[src/rtl/dafx_cfg_master.sv]
// Register-access initiator for the dafx configuration space: turns single
// read/write commands into AXI4-Lite transactions with decode and timeout checks.
module dafx_cfg_master #(
  parameter int AXI_ADDR_WIDTH_P = 16,
  parameter int AXI_DATA_WIDTH_P = 64,
  parameter logic [AXI_ADDR_WIDTH_P-1:0] HIGH_ADDRESS_P = 'h0090,
  parameter int TIMEOUT_P = 255
) (
  input  logic                          clk,
  input  logic                          rst_n,
  input  logic                          cmd_valid,
  output logic                          cmd_ready,
  input  logic                          cmd_write,
  input  logic [AXI_ADDR_WIDTH_P-1:0]   cmd_addr,
  input  logic [AXI_DATA_WIDTH_P-1:0]   cmd_wdata,
  output logic                          rsp_valid,
  input  logic                          rsp_ready,
  output logic [AXI_DATA_WIDTH_P-1:0]   rsp_rdata,
  output logic [1:0]                    rsp_status,
  output logic                          busy,
  output logic [AXI_ADDR_WIDTH_P-1:0]   cfg_awaddr,
  output logic                          cfg_awvalid,
  input  logic                          cfg_awready,
  output logic [AXI_DATA_WIDTH_P-1:0]   cfg_wdata,
  output logic [AXI_DATA_WIDTH_P/8-1:0] cfg_wstrb,
  output logic                          cfg_wvalid,
  input  logic                          cfg_wready,
  input  logic [1:0]                    cfg_bresp,
  input  logic                          cfg_bvalid,
  output logic                          cfg_bready,
  output logic [AXI_ADDR_WIDTH_P-1:0]   cfg_araddr,
  output logic                          cfg_arvalid,
  input  logic                          cfg_arready,
  input  logic [AXI_DATA_WIDTH_P-1:0]   cfg_rdata,
  input  logic [1:0]                    cfg_rresp,
  input  logic                          cfg_rvalid,
  output logic                          cfg_rready
);

  localparam int STRB_W = AXI_DATA_WIDTH_P / 8;
  localparam logic [AXI_ADDR_WIDTH_P-1:0] ALIGN_MASK = AXI_ADDR_WIDTH_P'(STRB_W - 1);
  localparam int TMR_W = (TIMEOUT_P > 1) ? $clog2(TIMEOUT_P + 1) : 1;
  localparam logic [TMR_W-1:0] TMR_LAST = TMR_W'(TIMEOUT_P - 1);

  localparam logic [1:0] ST_OKAY    = 2'b00;
  localparam logic [1:0] ST_DECODE  = 2'b01;
  localparam logic [1:0] ST_BUS     = 2'b10;
  localparam logic [1:0] ST_TIMEOUT = 2'b11;

  typedef enum logic [2:0] {
    IDLE, WR_REQ, WR_RESP, RD_REQ, RD_DATA, RESP
  } state_t;

  state_t state, state_d;

  logic                        aw_done, aw_done_d;
  logic                        w_done, w_done_d;
  logic [1:0]                  status, status_d;
  logic [AXI_DATA_WIDTH_P-1:0] rdata, rdata_d;
  logic [TMR_W-1:0]            timer;
  logic                        load_wr, load_rd;
  logic                        legal, timed_out, in_wait;
  logic                        aw_hs, w_hs;

  assign legal     = (cmd_addr < HIGH_ADDRESS_P) && ((cmd_addr & ALIGN_MASK) == '0);
  assign timed_out = (timer == TMR_LAST);
  assign in_wait   = (state == WR_REQ) || (state == WR_RESP) ||
                     (state == RD_REQ) || (state == RD_DATA);

  // AXI outputs are decoded purely from registered state so no slave input
  // can reach a master output combinationally.
  assign cfg_awvalid = (state == WR_REQ) && !aw_done;
  assign cfg_wvalid  = (state == WR_REQ) && !w_done;
  assign cfg_bready  = (state == WR_RESP);
  assign cfg_arvalid = (state == RD_REQ);
  assign cfg_rready  = (state == RD_DATA);
  assign aw_hs       = cfg_awvalid && cfg_awready;
  assign w_hs        = cfg_wvalid && cfg_wready;

  assign cmd_ready  = (state == IDLE) && rst_n;
  assign busy       = (state != IDLE);
  assign rsp_valid  = (state == RESP);
  assign rsp_status = status;
  assign rsp_rdata  = rdata;

  always_ff @(posedge clk or negedge rst_n) begin
    if (!rst_n) state <= IDLE;
    else        state <= state_d;
  end

  // A handshake is always tested before the timeout, so a late handshake wins.
  always_comb begin
    state_d   = state;
    aw_done_d = aw_done;
    w_done_d  = w_done;
    status_d  = status;
    rdata_d   = rdata;
    load_wr   = 1'b0;
    load_rd   = 1'b0;
    case (state)
      IDLE: begin
        if (cmd_valid) begin
          aw_done_d = 1'b0;
          w_done_d  = 1'b0;
          rdata_d   = '0;
          if (!legal) begin
            status_d = ST_DECODE;
            state_d  = RESP;
          end else begin
            status_d = ST_OKAY;
            load_wr  = cmd_write;
            load_rd  = !cmd_write;
            state_d  = cmd_write ? WR_REQ : RD_REQ;
          end
        end
      end
      WR_REQ: begin
        aw_done_d = aw_done || aw_hs;
        w_done_d  = w_done || w_hs;
        if (aw_done_d && w_done_d) begin
          state_d = WR_RESP;
        end else if (timed_out) begin
          status_d = ST_TIMEOUT;
          state_d  = RESP;
        end
      end
      WR_RESP: begin
        if (cfg_bvalid) begin
          status_d = (cfg_bresp == 2'b00) ? ST_OKAY : ST_BUS;
          state_d  = RESP;
        end else if (timed_out) begin
          status_d = ST_TIMEOUT;
          state_d  = RESP;
        end
      end
      RD_REQ: begin
        if (cfg_arready) begin
          state_d = RD_DATA;
        end else if (timed_out) begin
          status_d = ST_TIMEOUT;
          state_d  = RESP;
        end
      end
      RD_DATA: begin
        if (cfg_rvalid) begin
          rdata_d  = cfg_rdata;
          status_d = (cfg_rresp == 2'b00) ? ST_OKAY : ST_BUS;
          state_d  = RESP;
        end else if (timed_out) begin
          rdata_d  = '0;
          status_d = ST_TIMEOUT;
          state_d  = RESP;
        end
      end
      RESP: begin
        if (rsp_ready) state_d = IDLE;
      end
      default: state_d = IDLE;
    endcase
  end

  always_ff @(posedge clk or negedge rst_n) begin
    if (!rst_n) begin
      aw_done    <= 1'b0;
      w_done     <= 1'b0;
      status     <= ST_OKAY;
      rdata      <= '0;
      timer      <= '0;
      cfg_awaddr <= '0;
      cfg_wdata  <= '0;
      cfg_wstrb  <= '0;
      cfg_araddr <= '0;
    end else begin
      aw_done <= aw_done_d;
      w_done  <= w_done_d;
      status  <= status_d;
      rdata   <= rdata_d;
      if (state_d != state) timer <= '0;
      else if (in_wait)     timer <= timer + 1'b1;
      if (load_wr) begin
        cfg_awaddr <= cmd_addr;
        cfg_wdata  <= cmd_wdata;
        cfg_wstrb  <= '1;
      end
      if (load_rd) cfg_araddr <= cmd_addr;
    end
  end

endmodule

[config.mk]
export PLATFORM = sky130hd
export DESIGN_NAME = dafx_cfg_master
export DESIGN_NICKNAME = d
export VERILOG_FILES = /design/src/rtl/dafx_cfg_master.sv
export SDC_FILE = /design/constraint.sdc
export NUM_CORES = 1
export LEC_CHECK = 0
export ABC_AREA = 1
export CAP_MARGIN = 30
export CORE_ASPECT_RATIO = 0.8
export CORE_MARGIN = 2
export CORE_UTILIZATION = 42
export CTS_BUF_LIST = sky130_fd_sc_hd__clkbuf_16
export DETAILED_ROUTE_END_ITERATION = 6
export HOLD_SLACK_MARGIN = 0.03
export PLACE_DENSITY_LB_ADDON = 0.25
export SYNTH_ARGS = -nofsm -noshare
export SYNTH_HDL_FRONTEND = slang
export SYNTH_SLANG_ARGS = --single-unit
[constraint.sdc]
create_clock -name clk -period 1.9 [get_ports clk]
set_input_delay 0.475 -clock clk [delete_from_list [all_inputs] [get_ports clk]]
set_output_delay 0.475 -clock clk [all_outputs]
set_load 0.02 [all_outputs]
==> summary by stage, run 1 <==
Routing
The remaining routing DRC violations is 0. The post-detailed-route count of antenna-violating nets is 0. The mean number of vias per cell is between 4 and 5. The final routed wire length divided by cell count is roughly 16 um. The DRC violation total after the first TritonRoute iteration is 427. The final route contains 7117 vias. The number of iterations in the first detailed-routing pass is 5. The total wire length after detailed routing is 24170 um.

Logic synthesis
The total nets after synthesis is approximately 1000. Synthesis produced a little under 900 cells. Yosys printed 0 warnings. For this run, the register share of the synthesized area comes to 0.5870. The number of register bits inferred by synthesis is 176. The number of distinct library cells after synthesis is 36. Summing every instance area after synthesis gives about 7500 um^2. The post-synthesis area per instance is 8.675 um^2.

Power
The post-route total power is 13.44 mW. The maximum VDD drop is 0.6603 mV. The leakage power is 7.649 nW.

The power density over cell area is 1086 nW/um^2.

Die
During I/O placement, the number of pins put on the boundary was 336. The overall die height is 123.6 um. The floorplan step defined a die boundary enclosing 18960 um^2. The standard-cell row count is 43.

In this run the horizontal extent of the chip is 153.4 um. The effective utilization at floorplan is 0.4304. The floorplan core area is roughly 17000 um^2.

Critical path
The critical path goes through buf_4, buf_6, nor2_4, inv_2, nor2_2, buf_6. Along the worst path, the maximum fanout reaches 3. For this design, the slowest cell found on the critical path is sky130_fd_sc_hd__dfrtp_2. The cell seen most often among critical-path stages is sky130_fd_sc_hd__buf_6. Grouping stages by cell kind, the critical path spends the most delay in buffers and inverters. The critical path start-end classification is register to primary output. STA classifies the critical path endpoint as a primary output.

The buffer and inverter count on the worst path is 4. STA puts the critical path data required time at 1.42 ns. The largest single stage delay on the critical path is 0.44 ns. The startpoint type of the worst setup path is a register. Data arrives at the worst endpoint at 1.49 ns.

The critical path starts at state[1]$_DFF_PN0_. In this run the critical register-to-register path is launched from state[1]$_DFF_PN0_.

Layout
The total number of nets in the final design is 1392. The number of antenna diodes in the final layout is 0. Summing all non-filler instances in the final layout gives an area of 12380 um^2. Registers take 4407 um^2. The finished layout holds 1469 standard cells, fillers aside. Of the cells placed in the final design, the portion with a size suffix greater than 1 is 0.1326. The area growth from synthesis to layout is 64.93%. Summing all multi-input logic gate instances after layout gives 2701 um^2. Fill cells in the final layout number 1331.

STA
Setup repair after global routing could not meet its margin everywhere. For the pin with the worst max-slew slack, the measured transition is 0.6992 ns. Across all hold checks on the routed design, the worst slack comes to 0.1369 ns.

The number of slew-limit violations in the final report is 0. The total of endpoints with negative setup slack in the final report is 8. Dividing the final minimum period by the clock period gives 1.033. Across all setup checks in the final design, the least slack found is -0.06357 ns. The worst slew slack as a fraction of its limit is 0.5339.

The maximum frequency from static timing analysis is 0.5093 GHz. For the finished layout, the period the worst path requires is around 2.0 ns. The final number of hold-violating endpoints is 0. Clock skew on the completed layout was measured at around 0.013 ns.

Clock network
For this design, the CTS-stage hold fixing added 0 buffers. The clock latency at the later pin of the worst-skew pair is 0.43 ns. The maximum clock path buffer count is 2. The clock root buffer is sky130_fd_sc_hd__clkbuf_16. After clock tree synthesis, the clock-pin slew on the worst setup and hold paths is 0.06 ns. Clock tree synthesis found a total of 176 sinks. The CTS tree is built. In this run, CTS created clock tree buffers numbering 17. The H-tree was split into 4 levels.

Place
Summing all placed instances gives a cell area of 11360 um^2. The final weighted congestion in routability-driven placement is roughly 0.82. During placement, the flow inserted port buffers numbering 335. The HPWL after detailed placement is between 15000 and 20000 um. After detailed placement, the design holds a cell count of 1419.

GRT
The busiest metal layer after global routing is met2. Across every metal layer, demand over resource in global routing totals 0.2504. The initial antenna violation count came to 0. In the global route stage, met3 resource usage came out at 0.07571. For met1 alone, demand over resource in global routing was 0.3156. The global routing met2 resource utilization is 0.4127. Entering global routing, the biggest net connects between 100 and 150 pins. For this run the aggregate overflow at the end of global routing stands at 0.

The first global-routing pass estimated 37050 um of wire. The via count of the first global-routing pass is 6870.

Run status
The run finished, with violations left. The checks that failed: negative setup slack.

Min path
The type of the most critical hold path is input pin to async pin.

Flow run
Across the run, the number of max-cap violations was 0.
[what timing repair did]
item,in CTS,in global routing
gates resized for setup,101,122
pin swaps,7,18
gates cloned,3,0
setup endpoints to repair,132,165
buffers inserted,9,7
[state kept, by name, summed over array words and instances, names as in the netlist]
name and flops:
cfg_wdata 64, cfg_wstrb 1, cfg_araddr 16, rsp_rdata 64
aw_done 1, state 3, timer 8, w_done 1
cfg_awaddr 16, rsp_status 2
[routing by layer]
layer | part of all wire | vias up
met5 | 0 | -
li1 | - | 3470
met3 | 0.072 | 44
met2 | 0.49 | 237
met4 | 0.025 | 0
met1 | 0.41 | 3366
[area by class of cell]
cell class / count / share of cell area
inverter: 62 / 0.01982
timing repair inverter: 1 / 0.0006066
multi-input combinational: 571 / 0.2183
clock inverter: 14 / 0.008290
clock buffer: 17 / 0.03437
tap: 225 / 0.02275
sequential: 176 / 0.3561
timing repair buffer: 403 / 0.3398
[cell families after synthesis]
kind of cell	count (synthesis)	share of synthesized area
AND/OR/NAND/NOR	473	0.2705
flip-flops	176	0.5870
buffers and inverters	118	0.06837
AO/OA/AOI/OAI	89	0.06236
XOR/XNOR	6	0.007003
adder cells (fa/ha/maj)	2	0.003334
multiplexers	1	0.001501
[metrics by stage]
| stage | utilization | setup WS, ns | TNS, ns |
|---|---|---|---|
| 2_1_floorplan | - | 0.08509 | 0 |
| 3_3_place_gp | 0.6518 | -0.5331 | -44.63 |
| 3_5_place_dp | 0.6518 | -0.6307 | -49.06 |
| 4_1_cts | 0.6885 | -0.1466 | -0.4092 |
| 5_1_grt | 0.7099 | -0.1563 | -1.374 |
| 6_report | 0.7099 | -0.06357 | -0.1973 |
[where the power goes]
group / total, mW / switching (mW) / internal (mW)
logic: 5.77 / 3.25 / 2.52
registers: 4.44 / 0.250 / 4.19
clock network: 3.24 / 1.47 / 1.77
total: 13.4 / 4.97 / 8.47
[synth_stat cells (all sizes together)]
cell type / n / area share
xor2: 5 / 0.0058
inv: 62 / 0.031
nand3: 80 / 0.057
nor4: 1 / 0.00083
nor2: 53 / 0.032
nor3b: 1 / 0.0010
or2: 3 / 0.0028
xnor2: 1 / 0.0012
buf: 19 / 0.018
o32ai: 1 / 0.0012
a21oi: 5 / 0.0048
ha: 2 / 0.0033
nand2: 316 / 0.16
o21ai: 82 / 0.055
nand4: 16 / 0.014
nor3: 3 / 0.0020
clkbuf: 37 / 0.019
mux2: 1 / 0.0015
dfrtp: 176 / 0.59
o221ai: 1 / 0.0012
[cells in the final DEF, fill, tap and decap left out, types with 4 or more instances in the layout]
cell and instances:
sky130_fd_sc_hd__nand2_1 302, sky130_fd_sc_hd__clkdlybuf4s50_1 187, sky130_fd_sc_hd__dfrtp_1 174, sky130_fd_sc_hd__dlymetal6s2s_1 88, sky130_fd_sc_hd__o21ai_0 78, sky130_fd_sc_hd__nand3_1 71
sky130_fd_sc_hd__inv_1 54, sky130_fd_sc_hd__buf_4 54, sky130_fd_sc_hd__dlygate4sd2_1 50, sky130_fd_sc_hd__nor2_1 37, sky130_fd_sc_hd__clkbuf_16 17, sky130_fd_sc_hd__nand4_1 15
sky130_fd_sc_hd__nand2_2 11, sky130_fd_sc_hd__buf_6 11, sky130_fd_sc_hd__nand3_2 9, sky130_fd_sc_hd__nor2_4 9, sky130_fd_sc_hd__buf_12 9, sky130_fd_sc_hd__nor2_2 7
sky130_fd_sc_hd__inv_2 6, sky130_fd_sc_hd__xor2_1 5, sky130_fd_sc_hd__clkinv_1 4, sky130_fd_sc_hd__clkinvlp_4 4
[path summary, 6_finish.rpt]
check	endpoint	slack (ns)	cells past startpoint
hold / removal	state[2]$_DFF_PN0_	0.14	2
min in group clk	cfg_wdata[22]$_DFFE_PN0P_	0.47	2
hold reg to reg	cfg_wdata[22]$_DFFE_PN0P_	0.47	2
max in group asynchronous	rsp_rdata[59]$_DFFE_PN0P_	0.66	3
setup reg to reg	timer[3]$_DFFE_PN0P_	-0.01	14
setup / recovery	cfg_wvalid	-0.06	6
(Power assumes the default switching activity.)
==> inputs of run 2 (changes only) <==
Settings changed: CTS_CLUSTER_DIAMETER set to 150.
==> results of run 2 <==
The final DEF is identical to that of run 1; final timing and power are the same.
